`config.mk`:
```
export PLATFORM = sky130hd
export DESIGN_NAME = color_receive_mw
export DESIGN_NICKNAME = d
export VERILOG_FILES = /design/src/rtl/chronos.sv /design/src/rtl/color_split_pkg.sv /design/src/rtl/axi_single_write.sv /design/src/rtl/color_receive_mw.sv
export SDC_FILE = /design/constraint.sdc
export NUM_CORES = 1
export LEC_CHECK = 0
export ABC_AREA = 1
export BUFFER_PORTS_ARGS = -buffer_cell sky130_fd_sc_hd__buf_2
export CAP_MARGIN = 20
export CORE_AREA = 4 4 210 212
export DETAILED_ROUTE_END_ITERATION = 12
export DIE_AREA = 0 0 214 216
export PLACE_DENSITY_LB_ADDON = 0.12
export SLEW_MARGIN = 30
export SYNTH_ARGS = -nofsm -noshare
export SYNTH_HDL_FRONTEND = slang
export SYNTH_SLANG_ARGS = --single-unit
```
`constraint.sdc`:
```
create_clock -name ap_clk -period 6 [get_ports ap_clk]
set_input_delay 1.2 -clock ap_clk [delete_from_list [all_inputs] [get_ports ap_clk]]
set_output_delay 1.2 -clock ap_clk [all_outputs]
set_load 0.02 [all_outputs]
```
`src/rtl/chronos.sv`:
```
// Shared Chronos task-queue and undo-log types used by application task units.
package chronos;

    localparam int unsigned TS_WIDTH            = 32;
    localparam int unsigned OBJECT_WIDTH        = 32;
    localparam int unsigned TTYPE_WIDTH         = 4;
    localparam int unsigned ARGS_WIDTH          = 64;
    localparam int unsigned UNDO_LOG_ADDR_WIDTH = 32;
    localparam int unsigned UNDO_LOG_DATA_WIDTH = 32;

    typedef struct packed {
        logic [ARGS_WIDTH-1:0]   args;
        logic [TTYPE_WIDTH-1:0]  ttype;
        logic [OBJECT_WIDTH-1:0] object;
        logic [TS_WIDTH-1:0]     ts;
    } task_t;

    localparam int unsigned TQ_WIDTH = $bits(task_t);

    typedef struct packed {
        logic [UNDO_LOG_ADDR_WIDTH-1:0] addr;
        logic [UNDO_LOG_DATA_WIDTH-1:0] data;
    } undo_log_entry_t;

endpackage

```
`src/rtl/color_split_pkg.sv`:
```
// Colour-split application constants: task type IDs, RECEIVE unit states, header layout.
package color_split_pkg;

    localparam logic [chronos::TTYPE_WIDTH-1:0] TaskEnqueuer = 4'd0;
    localparam logic [chronos::TTYPE_WIDTH-1:0] TaskCalc     = 4'd1;
    localparam logic [chronos::TTYPE_WIDTH-1:0] TaskColor    = 4'd2;
    localparam logic [chronos::TTYPE_WIDTH-1:0] TaskReceive  = 4'd3;

    localparam logic [7:0] HdrArLen        = 8'd9;
    localparam logic [3:0] HdrEnqLimitWord = 4'd9;

    typedef enum logic [3:0] {
        StNextTask,
        StReadHeaders,
        StWaitHeaders,
        StDispatchTask,
        StReadScratch,
        StWaitScratch,
        StEval,
        StWriteCnt,
        StWaitBCnt,
        StWriteBm,
        StWaitBBm,
        StEnqColor,
        StFinishTask
    } color_mw_state_t;

    // Byte distance between consecutive vertex records: counter word plus bitmap.
    function automatic logic [31:0] record_stride(int unsigned words);
        return 32'(4 * (1 + words));
    endfunction

endpackage

```
`src/rtl/axi_single_write.sv`:
```
// One-beat AXI write sequencer: AW and W complete independently, B may arrive early.
module axi_single_write #(
    parameter bit WaitBresp = 1'b1
) (
    input  logic        clk,
    input  logic        rst_n,
    input  logic        active,
    input  logic        wait_b,
    input  logic [31:0] addr,
    input  logic [31:0] data,
    output logic        awvalid,
    input  logic        awready,
    output logic [31:0] awaddr,
    output logic        wvalid,
    input  logic        wready,
    output logic [31:0] wdata,
    input  logic        bvalid,
    output logic        done,
    output logic        b_ok
);

    logic aw_done_q, w_done_q, b_seen_q;
    logic aw_fire, w_fire;

    always_comb begin
        awvalid = active & ~aw_done_q;
        wvalid  = active & ~w_done_q;
        awaddr  = addr;
        wdata   = data;
        aw_fire = awvalid & awready;
        w_fire  = wvalid & wready;
        done    = active & (aw_done_q | aw_fire) & (w_done_q | w_fire);
        b_ok    = bvalid | b_seen_q;
    end

    always_ff @(posedge clk) begin
        if (!rst_n) begin
            aw_done_q <= 1'b0;
            w_done_q  <= 1'b0;
            b_seen_q  <= 1'b0;
        end else begin
            if (done) begin
                aw_done_q <= 1'b0;
                w_done_q  <= 1'b0;
            end else begin
                if (aw_fire) aw_done_q <= 1'b1;
                if (w_fire)  w_done_q  <= 1'b1;
            end
            // A response landing while still in the write phase is held for the wait phase.
            if (wait_b && b_ok) begin
                b_seen_q <= 1'b0;
            end else if (WaitBresp && active && bvalid) begin
                b_seen_q <= 1'b1;
            end
        end
    end

endmodule

```
`src/rtl/color_receive_mw.sv`:
```
// Graph-colouring RECEIVE task unit with a multi-word forbidden-colour bitmap.
module color_receive_mw
    import chronos::*;
    import color_split_pkg::*;
#(
    parameter int unsigned BITMAP_WORDS     = 4,
    parameter bit          WAIT_BRESP       = 1'b1,
    parameter int unsigned HDR_SCRATCH_WORD = 7
) (
    input  logic                                           ap_clk,
    input  logic                                           ap_rst_n,
    input  logic                                           ap_start,
    output logic                                           ap_done,
    output logic                                           ap_idle,
    output logic                                           ap_ready,
    input  logic [TQ_WIDTH-1:0]                            task_in,
    output logic [TQ_WIDTH-1:0]                            task_out_V_TDATA,
    output logic                                           task_out_V_TVALID,
    input  logic                                           task_out_V_TREADY,
    output logic [UNDO_LOG_ADDR_WIDTH+UNDO_LOG_DATA_WIDTH-1:0] undo_log_entry,
    output logic                                           undo_log_entry_ap_vld,
    input  logic                                           undo_log_entry_ap_rdy,
    output logic                                           m_axi_l1_V_ARVALID,
    input  logic                                           m_axi_l1_V_ARREADY,
    output logic [31:0]                                    m_axi_l1_V_ARADDR,
    output logic [7:0]                                     m_axi_l1_V_ARLEN,
    output logic [2:0]                                     m_axi_l1_V_ARSIZE,
    input  logic                                           m_axi_l1_V_RVALID,
    output logic                                           m_axi_l1_V_RREADY,
    input  logic [31:0]                                    m_axi_l1_V_RDATA,
    input  logic                                           m_axi_l1_V_RLAST,
    input  logic [0:0]                                     m_axi_l1_V_RID,
    input  logic [1:0]                                     m_axi_l1_V_RRESP,
    output logic                                           m_axi_l1_V_AWVALID,
    input  logic                                           m_axi_l1_V_AWREADY,
    output logic [31:0]                                    m_axi_l1_V_AWADDR,
    output logic [7:0]                                     m_axi_l1_V_AWLEN,
    output logic [2:0]                                     m_axi_l1_V_AWSIZE,
    output logic                                           m_axi_l1_V_WVALID,
    input  logic                                           m_axi_l1_V_WREADY,
    output logic [31:0]                                    m_axi_l1_V_WDATA,
    output logic [3:0]                                     m_axi_l1_V_WSTRB,
    output logic                                           m_axi_l1_V_WLAST,
    input  logic                                           m_axi_l1_V_BVALID,
    output logic                                           m_axi_l1_V_BREADY,
    input  logic [1:0]                                     m_axi_l1_V_BRESP,
    input  logic [0:0]                                     m_axi_l1_V_BID,
    output logic [31:0]                                    ap_state
);

    localparam logic [31:0] Stride    = record_stride(BITMAP_WORDS);
    localparam logic [31:0] NumColors = 32'(32 * BITMAP_WORDS);

    color_mw_state_t state_q, state_d;
    logic            initialized_q;
    logic [3:0]      word_id_q;
    logic [31:0]     base_scratch_q;
    logic [6:0]      enq_limit_q;
    task_t           cur_task_q;
    logic [31:0]     join_counter_q;
    logic [31:0]     sel_word_q;

    logic [31:0] color, rec_base, bm_addr, bm_word_id;
    logic [4:0]  bit_idx;
    logic        in_range, need_bm, r_fire;
    logic        wr_active, wr_wait_b, wr_done, wr_b_ok;
    logic [31:0] wr_addr, wr_data;
    color_mw_state_t enq_next, after_cnt;
    task_t       enq_task;

    always_comb begin
        color      = cur_task_q.args[31:0];
        bit_idx    = color[4:0];
        in_range   = color < NumColors;
        need_bm    = in_range & ~sel_word_q[bit_idx];
        rec_base   = base_scratch_q + cur_task_q.object * Stride;
        bm_addr    = rec_base + {3'b000, color[31:5], 2'b00} + 32'd4;
        bm_word_id = {5'd0, color[31:5]} + 32'd1;
        r_fire     = m_axi_l1_V_RVALID & m_axi_l1_V_RREADY;
    end

    always_comb begin
        m_axi_l1_V_ARVALID = 1'b0;
        m_axi_l1_V_ARADDR  = 32'd0;
        m_axi_l1_V_ARLEN   = 8'd0;
        if (state_q == StReadHeaders) begin
            m_axi_l1_V_ARVALID = 1'b1;
            m_axi_l1_V_ARLEN   = HdrArLen;
        end else if (state_q == StReadScratch) begin
            m_axi_l1_V_ARVALID = 1'b1;
            m_axi_l1_V_ARADDR  = rec_base;
            m_axi_l1_V_ARLEN   = 8'(BITMAP_WORDS);
        end
        m_axi_l1_V_ARSIZE = 3'b010;
        m_axi_l1_V_RREADY = (state_q == StWaitHeaders) || (state_q == StWaitScratch);

        wr_active = (state_q == StWriteCnt) || (state_q == StWriteBm);
        wr_wait_b = (state_q == StWaitBCnt) || (state_q == StWaitBBm);
        wr_addr   = (state_q == StWriteBm) ? bm_addr : rec_base;
        wr_data   = (state_q == StWriteBm) ? (sel_word_q | (32'd1 << bit_idx))
                                           : (join_counter_q - 32'd1);
        m_axi_l1_V_AWLEN  = 8'd0;
        m_axi_l1_V_AWSIZE = 3'b010;
        m_axi_l1_V_WSTRB  = 4'hF;
        m_axi_l1_V_WLAST  = 1'b1;
        m_axi_l1_V_BREADY = 1'b1;

        enq_task          = '0;
        enq_task.ttype    = TaskColor;
        enq_task.object   = cur_task_q.object;
        enq_task.ts       = cur_task_q.ts;
        task_out_V_TDATA  = enq_task;
        task_out_V_TVALID = (state_q == StEnqColor);

        undo_log_entry        = '0;
        undo_log_entry_ap_vld = 1'b0;
        ap_idle  = (state_q == StNextTask);
        ap_ready = (state_q == StNextTask);
        ap_done  = (state_q == StFinishTask);
        ap_state = {28'd0, state_q};
    end

    always_comb begin
        enq_next  = (join_counter_q == 32'd1) ? StEnqColor : StFinishTask;
        after_cnt = need_bm ? StWriteBm : enq_next;
        state_d   = state_q;
        unique case (state_q)
            StNextTask:     if (ap_start) state_d = initialized_q ? StDispatchTask : StReadHeaders;
            StReadHeaders:  if (m_axi_l1_V_ARREADY) state_d = StWaitHeaders;
            StWaitHeaders:  if (r_fire && m_axi_l1_V_RLAST) state_d = StDispatchTask;
            StDispatchTask: state_d = (cur_task_q.ttype == TaskReceive) ? StReadScratch
                                                                         : StFinishTask;
            StReadScratch:  if (m_axi_l1_V_ARREADY) state_d = StWaitScratch;
            StWaitScratch:  if (r_fire && m_axi_l1_V_RLAST) state_d = StEval;
            // A zero counter means a spurious RECEIVE; drop it without touching memory.
            StEval:         state_d = (join_counter_q == 32'd0) ? StFinishTask : StWriteCnt;
            StWriteCnt:     if (wr_done) state_d = WAIT_BRESP ? StWaitBCnt : after_cnt;
            StWaitBCnt:     if (wr_b_ok) state_d = after_cnt;
            StWriteBm:      if (wr_done) state_d = WAIT_BRESP ? StWaitBBm : enq_next;
            StWaitBBm:      if (wr_b_ok) state_d = enq_next;
            StEnqColor:     if (task_out_V_TREADY) state_d = StFinishTask;
            StFinishTask:   state_d = StNextTask;
            default:        state_d = StNextTask;
        endcase
    end

    always_ff @(posedge ap_clk) begin
        if (!ap_rst_n) begin
            state_q        <= StNextTask;
            initialized_q  <= 1'b0;
            word_id_q      <= 4'd0;
            base_scratch_q <= 32'd0;
            enq_limit_q    <= 7'd0;
            cur_task_q     <= '0;
            join_counter_q <= 32'd0;
            sel_word_q     <= 32'd0;
        end else begin
            state_q <= state_d;
            if (state_q == StNextTask && ap_start) cur_task_q <= task_t'(task_in);
            if (state_q == StDispatchTask) initialized_q <= 1'b1;
            if (m_axi_l1_V_ARVALID) begin
                word_id_q <= 4'd0;
            end else if (r_fire) begin
                word_id_q <= word_id_q + 4'd1;
            end
            if (r_fire && state_q == StWaitHeaders) begin
                if (word_id_q == 4'(HDR_SCRATCH_WORD)) base_scratch_q <= {m_axi_l1_V_RDATA[29:0], 2'b00};
                if (word_id_q == HdrEnqLimitWord) enq_limit_q <= m_axi_l1_V_RDATA[6:0];
            end
            if (r_fire && state_q == StWaitScratch) begin
                if (word_id_q == 4'd0) begin
                    join_counter_q <= m_axi_l1_V_RDATA;
                end else if ({28'd0, word_id_q} == bm_word_id) begin
                    sel_word_q <= m_axi_l1_V_RDATA;
                end
            end
        end
    end

    axi_single_write #(
        .WaitBresp(WAIT_BRESP)
    ) u_writer (
        .clk    (ap_clk),
        .rst_n  (ap_rst_n),
        .active (wr_active),
        .wait_b (wr_wait_b),
        .addr   (wr_addr),
        .data   (wr_data),
        .awvalid(m_axi_l1_V_AWVALID),
        .awready(m_axi_l1_V_AWREADY),
        .awaddr (m_axi_l1_V_AWADDR),
        .wvalid (m_axi_l1_V_WVALID),
        .wready (m_axi_l1_V_WREADY),
        .wdata  (m_axi_l1_V_WDATA),
        .bvalid (m_axi_l1_V_BVALID),
        .done   (wr_done),
        .b_ok   (wr_b_ok)
    );

    logic unused_ok;
    assign unused_ok = ^{enq_limit_q, cur_task_q.args[63:32], m_axi_l1_V_RID, m_axi_l1_V_RRESP,
                         m_axi_l1_V_BRESP, m_axi_l1_V_BID, undo_log_entry_ap_rdy};

endmodule
```
==> impl_metrics.ini, run 1 <==
[synth]
yosys_warnings = 0
synthTopCellsByCount = sky130_fd_sc_hd__nand2_1 (446), sky130_fd_sc_hd__a21oi_1 (320), sky130_fd_sc_hd__buf_4 (266)
dominant_cells_by_area_after_synthesis = sky130_fd_sc_hd__dfxtp_1 (23%), sky130_fd_sc_hd__buf_4 (11%), sky130_fd_sc_hd__ha_1 (10%), sky130_fd_sc_hd__nand2_1 (9.4%), sky130_fd_sc_hd__a21oi_1 (9.0%)
synth.yosys.seq_area_share = 0.232
synth.avg_cell_area_um2 = 6.59
synthDominantCellAreaShare = 0.232
synth.most_common_cell = sky130_fd_sc_hd__nand2_1
netlist_area_mm2 = 0.0177
synth_top_cell_by_area = sky130_fd_sc_hd__dfxtp_1
synth_enable_flop_cells = 0
yosys_register_bits = 206
syn_inst = 2694
postSynth.asyncResetShare = 0
synthFlopType = sky130_fd_sc_hd__dfxtp_1
count_of_distinct_cell_types_in_the_synthesized_netlist = 51

[sta]
whs_ns = 0.456
rsz_0062_raised_after_global_routing = true
timing.fmax_ghz = 0.144
period_share = 1.16
fin_skew_ns = 0.0147
total_negative_setup_slacks_ns = -12.91
final_hold_viol_count = 0
timing_worst_slew_pin_value_ns = 0.949
post-route-worst-setup-slack_ns = -0.965
period_minus_slack_ns = 6.97
setup-violations-final = 21
timing.final.max_slew_violations = 0
slew-limit-headroom = 0.365

[placement]
detailed_place.area_mm2 = 0.0208
port_buffers = 312
place_hpwl_um = 52400
routabilityCongestion = 0.981

[setup_path]
critical_path.endpoint_type = output port
regToRegStartpoint = color[5]
cp_data_arrival_time_ns = 5.77
crit_path_max_incr_delay_ns = 0.37
worst-endpoint-required_ns = 4.80
crit_type = reg2out
timing.critical_path.slowest_stage_cell = sky130_fd_sc_hd__dfxtp_4
timing.critical_path.max_delay_family = adder cells
crit_path_max_fanout = 4
worst-path-buf-inv = 7
crit_path_start_kind = flop
critical_path.startpoint = task_out_V_TDATA[36]

[floorplan]
floorplan.initialDensity = 0.423
fp.coreArea_mm2 = 0.0419
die-height_um = 216
die_w_um = 214
pin_count = 542
die_area_mm2 = 0.0462
std_cell_rows = 75

[route]
number_of_vias_per_cell = 5.20
first_iter_violations = 1301
wl_um = 70200
drt-pass1-iter-count = 5
via_count = 19800
route.antenna.remaining_nets = 0
drc = 0
drt-wirelength-per-cell_um = 18.5

[pwr]
power.ir.vdd_worst_mv = 0.301
power.density_mw_per_mm2 = 379
power_leakage_nw = 12.2
total_power_consumption_of_the_routed_design_mw = 9.54

[cts]
clk-insertion-delay-late_ns = 0.56
clockBufferDepth = 3
maximum_level_of_the_cts_h_tree = 1
cts.reportedPaths.clkPinSlew_ns = 0.06
tritoncts = built
tritoncts_sink_count = 206
clockRootBuffer = sky130_fd_sc_hd__clkbuf_16
tritoncts.num_buffers = 25

[final_layout]
drive_above_1_share = 0.356
final.fill_count = 3893
finish.instance_area_mm2 = 0.0252
nNetsFinal = 3575
flow.area_growth_from_synthesis_pct = 41.8

[global_routing]
grt_max_degree = 105
grt_remaining_overflow = 0
grt.total_usage = 0.280
grt_first_pass_wirelength_um = 106000
grt_antenna_before_repair = 0
number_of_global_route_vias_before_repair = 19000

[run]
max_cap_check_violation_count = 0

[min_path]
hold_class = reg2reg
timing.hold.worst.start = task_out_V_TDATA[17]

[outcome]
status = complete, but fails checks
violated_checks = setup timing
-- cells by family (layout without fill, tap and decap cells) --
logic type,count (synthesis),after routing,synth area share
AND/OR/NAND/NOR,1043,1043,0.256
buffers and inverters,607,988,0.185
AO/OA/AOI/OAI,604,604,0.180
flip-flops,206,206,0.232
adder cells (fa/ha/maj),148,148,0.106
XOR/XNOR,84,84,0.0414
other,2,191,0.000423
-- layout make-up --
class | instances | area, um2 | share of cell area
inverter | 248 | 933 | 0.0371
sequential | 206 | 4160 | 0.165
timing repair buffer | 696 | 4650 | 0.185
clock inverter | 9 | 105 | 0.00418
clock buffer | 35 | 733 | 0.0291
multi-input combinational | 2069 | 13900 | 0.553
antenna | 1 | 2.50 | 0.0000994
tap | 539 | 674 | 0.0268
-- repair_timing --
item                                    in CTS  in global routing
endpoints found under the setup margin      27                 26
setup buffers                               51                 20
hold buffers                                 0                  0
gates resized for setup                    454                160
pin swaps                                  163                118
-- stage by stage --
| step | instances | utilization | setup WS [ns] |
|---|---|---|---|
| global placement | 3690 | 0.495 | -0.840 |
| floorplan | 2882 | - | -0.0103 |
| CTS | 3783 | 0.577 | -0.793 |
| finish | 3803 | 0.600 | -0.965 |
| detailed placement | 3690 | 0.495 | -0.870 |
| global route | 3802 | 0.600 | -1.09 |
-- final timing paths --
kind	end	slack, ns	cells past startpoint
max	m_axi_l1_V_AWADDR[23]	-0.97	32
min	task_out_V_TDATA[17]	0.46	2
max reg2reg	sel_word_q[6]	2.56	11
min reg2reg	task_out_V_TDATA[17]	0.46	2
-- layer usage --
layer	GRT usage	up-vias	share of wire
met4	0.0968	0	0.039
met1	0.363	9316	0.43
li1	-	9662	-
met3	0.0471	119	0.063
met2	0.473	687	0.47
met5	0	-	0
-- power by group --
group	total (mW)	internal (mW)	switching, mW
sequential	1.82	1.55	0.272
combinational	6.15	2.63	3.52
clock	1.57	0.933	0.641
-- flip-flops by register name (all words and copies together), names as in the netlist, 4 cells and up --
| signal | count |
|---|---|
| base_scratch_q | 30 |
| color | 27 |
| sel_word_q | 32 |
| state_q | 4 |
| bit_idx | 5 |
| word_id_q | 4 |
| join_counter_q | 32 |
| cur_task_q | 4 |
| task_out_V_TDATA | 64 |
-- worst reg2reg max path, stage by stage (launching register included) --
cell and delay (ns):
sky130_fd_sc_hd__dfxtp_1 0.54, sky130_fd_sc_hd__ha_1 0.37, sky130_fd_sc_hd__xor2_1 0.17, sky130_fd_sc_hd__nor3_1 0.50
sky130_fd_sc_hd__nand4_1 0.23, sky130_fd_sc_hd__nor3_2 0.28, sky130_fd_sc_hd__nand3_2 0.13, sky130_fd_sc_hd__nor2_4 0.18
sky130_fd_sc_hd__buf_4 0.56, sky130_fd_sc_hd__nand3_1 0.22, sky130_fd_sc_hd__nand2_1 0.10, sky130_fd_sc_hd__nor2_1 0.05
-- placed cells by master, fill, tap and decap left out, types with 8 or more instances in the layout --
| cell | count |
|---|---|
| sky130_fd_sc_hd__nand3_1 | 197 |
| sky130_fd_sc_hd__inv_1 | 220 |
| sky130_fd_sc_hd__nand2_2 | 30 |
| sky130_fd_sc_hd__inv_2 | 25 |
| sky130_fd_sc_hd__nand3_2 | 19 |
| sky130_fd_sc_hd__o21ai_2 | 25 |
| sky130_fd_sc_hd__o21ai_1 | 36 |
| sky130_fd_sc_hd__xnor2_1 | 21 |
| sky130_fd_sc_hd__nor3_1 | 22 |
| sky130_fd_sc_hd__xor2_1 | 36 |
| sky130_fd_sc_hd__a21oi_4 | 31 |
| sky130_fd_sc_hd__nor4_1 | 13 |
| sky130_fd_sc_hd__dfxtp_4 | 8 |
| sky130_fd_sc_hd__nand2_1 | 391 |
| sky130_fd_sc_hd__buf_6 | 33 |
| sky130_fd_sc_hd__o21ai_0 | 153 |
| sky130_fd_sc_hd__nor2_4 | 21 |
| sky130_fd_sc_hd__a21o_1 | 11 |
| sky130_fd_sc_hd__a21oi_2 | 38 |
| sky130_fd_sc_hd__ha_4 | 82 |
| sky130_fd_sc_hd__buf_4 | 370 |
| sky130_fd_sc_hd__xor2_2 | 9 |
| sky130_fd_sc_hd__nand4_1 | 33 |
| sky130_fd_sc_hd__a21oi_1 | 251 |
| sky130_fd_sc_hd__nor3_4 | 9 |
| sky130_fd_sc_hd__ha_1 | 61 |
| sky130_fd_sc_hd__nor2_2 | 17 |
| sky130_fd_sc_hd__dfxtp_2 | 8 |
| sky130_fd_sc_hd__buf_2 | 291 |
| sky130_fd_sc_hd__conb_1 | 190 |
| sky130_fd_sc_hd__nand2_4 | 27 |
| sky130_fd_sc_hd__clkbuf_16 | 25 |
| sky130_fd_sc_hd__dfxtp_1 | 190 |
| sky130_fd_sc_hd__nor2_1 | 228 |
(Power assumes the default switching activity.)
==> run 2: changes to the inputs <==
--- a/config.mk
+++ b/config.mk
@@ -10,5 +10,5 @@
 export CAP_MARGIN = 20
-export CORE_AREA = 4 4 210 212
+export CORE_AREA = 2 2 208 210
 export DETAILED_ROUTE_END_ITERATION = 12
-export DIE_AREA = 0 0 214 216
+export DIE_AREA = 0 0 210 212
 export PLACE_DENSITY_LB_ADDON = 0.12
==> constraint.sdc (replaced) <==
create_clock -name ap_clk -period 6 [get_ports ap_clk]
set_input_delay 0.3 -clock ap_clk [delete_from_list [all_inputs] [get_ports ap_clk]]
set_output_delay 0.3 -clock ap_clk [all_outputs]
set_load 0.02 [all_outputs]
==> run 2 against run 1 <==
Global-route usage increased by 0.30 points. Sequential power barely moved. Via count decreased by 3.0%. Non-clock buffer count shrank 116. Die area decreased by 3.7%. Fmax rose by 18%. The flow now finishes without violations. Clock-buffer cell count fell by 1. Clock skew hardly changed. Combinational power fell by 13%. Largest cell class unchanged. Sequential cell count did not move.
==> impl_metrics.ini, run 2 (same netlist as run 1, synthesis figures left out) <==
[final_layout]
num_antenna_cells = 0
final.fill_count = 4115
finish.instance_area_mm2 = 0.0239
layout_common_cells = sky130_fd_sc_hd__nand2_1 (389), sky130_fd_sc_hd__buf_2 (300), sky130_fd_sc_hd__a21oi_1 (263)
drive_above_1_share = 0.293
postLayoutCoreUtil = 0.562
largest_register_ff_count = 64
flow.area_growth_from_synthesis_pct = 34.7
combined_area_of_the_multi_input_logic_cells_mm2 = 0.0133
layout.area.seq_mm2 = 0.00416
nNetsFinal = 3461
final_common_cell = sky130_fd_sc_hd__nand2_1

[cts]
clk-insertion-delay-late_ns = 0.58
maximum_level_of_the_cts_h_tree = 1
clockRootBuffer = sky130_fd_sc_hd__clkbuf_16
cts.reportedPaths.clkPinSlew_ns = 0.06
tritoncts.num_buffers = 27
tritoncts = built
tritoncts_sink_count = 206
clockBufferDepth = 3

[sta]
final_hold_viol_count = 0
period_share = 0.987
rsz_0062_raised_after_global_routing = true
slew-limit-headroom = 0.345
timing.fmax_ghz = 0.169
timing_worst_slew_pin_value_ns = 0.976
timing.final.max_slew_violations = 0
setup-violations-final = 0
total_negative_setup_slacks_ns = 0
fin_skew_ns = 0.0150
post-route-worst-setup-slack_ns = 0.0784
period_minus_slack_ns = 5.92

[min_path]
timing.hold.worst_path_depth = 3
hold_class = in2reg

[placement]
dpl_worst_slack_ns = 0.0101
port_buffers = 312
routabilityCongestion = 0.953
detailed_place.area_mm2 = 0.0194
place_hpwl_um = 50200

[pwr]
power.share.switching = 0.474
power.sequential.fraction = 0.205
power.density_mw_per_mm2 = 372
power.ir.vdd_worst_mv = 0.320
power_leakage_nw = 11.4
power_frac_clock = 0.193
total_switching_power_mw = 4.22
cellInternalPower_mw = 4.68
comb_pwr_share = 0.602

[global_routing]
met3_usage = 0.0388
grt_antenna_before_repair = 0
grt_util_met1 = 0.384
grtUsageMet2 = 0.468
busiest_layer_in_global_routing = met2
grt_remaining_overflow = 0
grt_max_degree = 83
number_of_global_route_vias_before_repair = 17800
grt_first_pass_wirelength_um = 99100
grt.total_usage = 0.283

[setup_path]
worst-endpoint-required_ns = 5.70
crit_type = reg2out
cp_data_arrival_time_ns = 5.62
crit_path_max_incr_delay_ns = 0.37
ff2ff_path_depth = 15
cpMostUsedCell = sky130_fd_sc_hd__ha_4
crit_path_start_kind = flop
critical_path.endpoint_type = output port
timing.critical_path.slowest_stage_cell = sky130_fd_sc_hd__dfxtp_4
crit_path_max_fanout = 4

[floorplan]
pin_count = 542
die-height_um = 212
floorplan.initialDensity = 0.418
die_area_mm2 = 0.0445
fp.coreArea_mm2 = 0.0425
std_cell_rows = 76
die_w_um = 210

[route]
first_iter_violations = 1162
drt-pass1-iter-count = 6
via_count = 19200
wl_um = 67000
route.antenna.remaining_nets = 0
drc = 0
number_of_vias_per_cell = 5.19
drt-wirelength-per-cell_um = 18.1

[run]
max_cap_check_violation_count = 0

[outcome]
status = finished clean
run 2: power by group through the flow:
stage	logic [mW]	clock network, mW	registers (mW)
after global placement	4.12	0	1.80
after CTS	4.62	1.75	1.79
after floorplan	2.81	0	1.71
after detailed placement	4.13	0	1.81
after global routing	5.76	1.80	1.84
final	5.35	1.72	1.82
run 2: worst max-delay path: cells and delay by family (launching register included):
kind                       cells  cell delay (ns)
xor gates and xnor gates       3             0.59
and+or+nand+nor                6             0.62
DFF                            1             0.37
adders and majority gates      5             1.22
AOI/OAI and AO/OA              9             1.49
buffers and inverters          5             0.77
run 2: area by class of cell:
type / count / share of cell area
clock inverters: 15 / 0.00796
well taps: 546 / 0.0286
inverters: 248 / 0.0392
clock buffers: 34 / 0.0315
multi-input cells: 2069 / 0.557
flip-flops and latches: 206 / 0.174
repair buffers: 580 / 0.161
run 2: repair_timing:
| action | in CTS | in global routing |
|---|---|---|
| gates resized for setup | 198 | 299 |
| pin swaps | 65 | 131 |
| hold buffers | 73 | 0 |
| setup buffers | 20 | 38 |
| gates cloned | 0 | 0 |
| endpoints found under the hold margin | 73 | 0 |
| setup endpoints to repair | 18 | 19 |
run 2: worst paths after layout:
check,from,to,slack [ns]
max reg2reg,color[5],sel_word_q[11],2.47
max,task_out_V_TDATA[35],m_axi_l1_V_AWADDR[28],0.08
min reg2reg,task_out_V_TDATA[25],task_out_V_TDATA[25],0.46
min,task_in[16],task_out_V_TDATA[16],0.01
run 2: per-layer routing:
metal / up-vias / wire (um)
li1: 9428 / -
met1: 8918 / 29600
met2: 728 / 30500
met3: 117 / 4630
met4: 0 / 2240
met5: - / 0
run 2: metrics by stage:
step	hold WS, ns	total power, mW	cells
after floorplan	0.431	4.53	2882
after global placement	0.445	5.92	3520
after detailed placement	0.452	5.93	3520
after CTS	0.00141	8.15	3662
after global routing	0.00768	9.41	3698
final	0.0113	8.90	3698
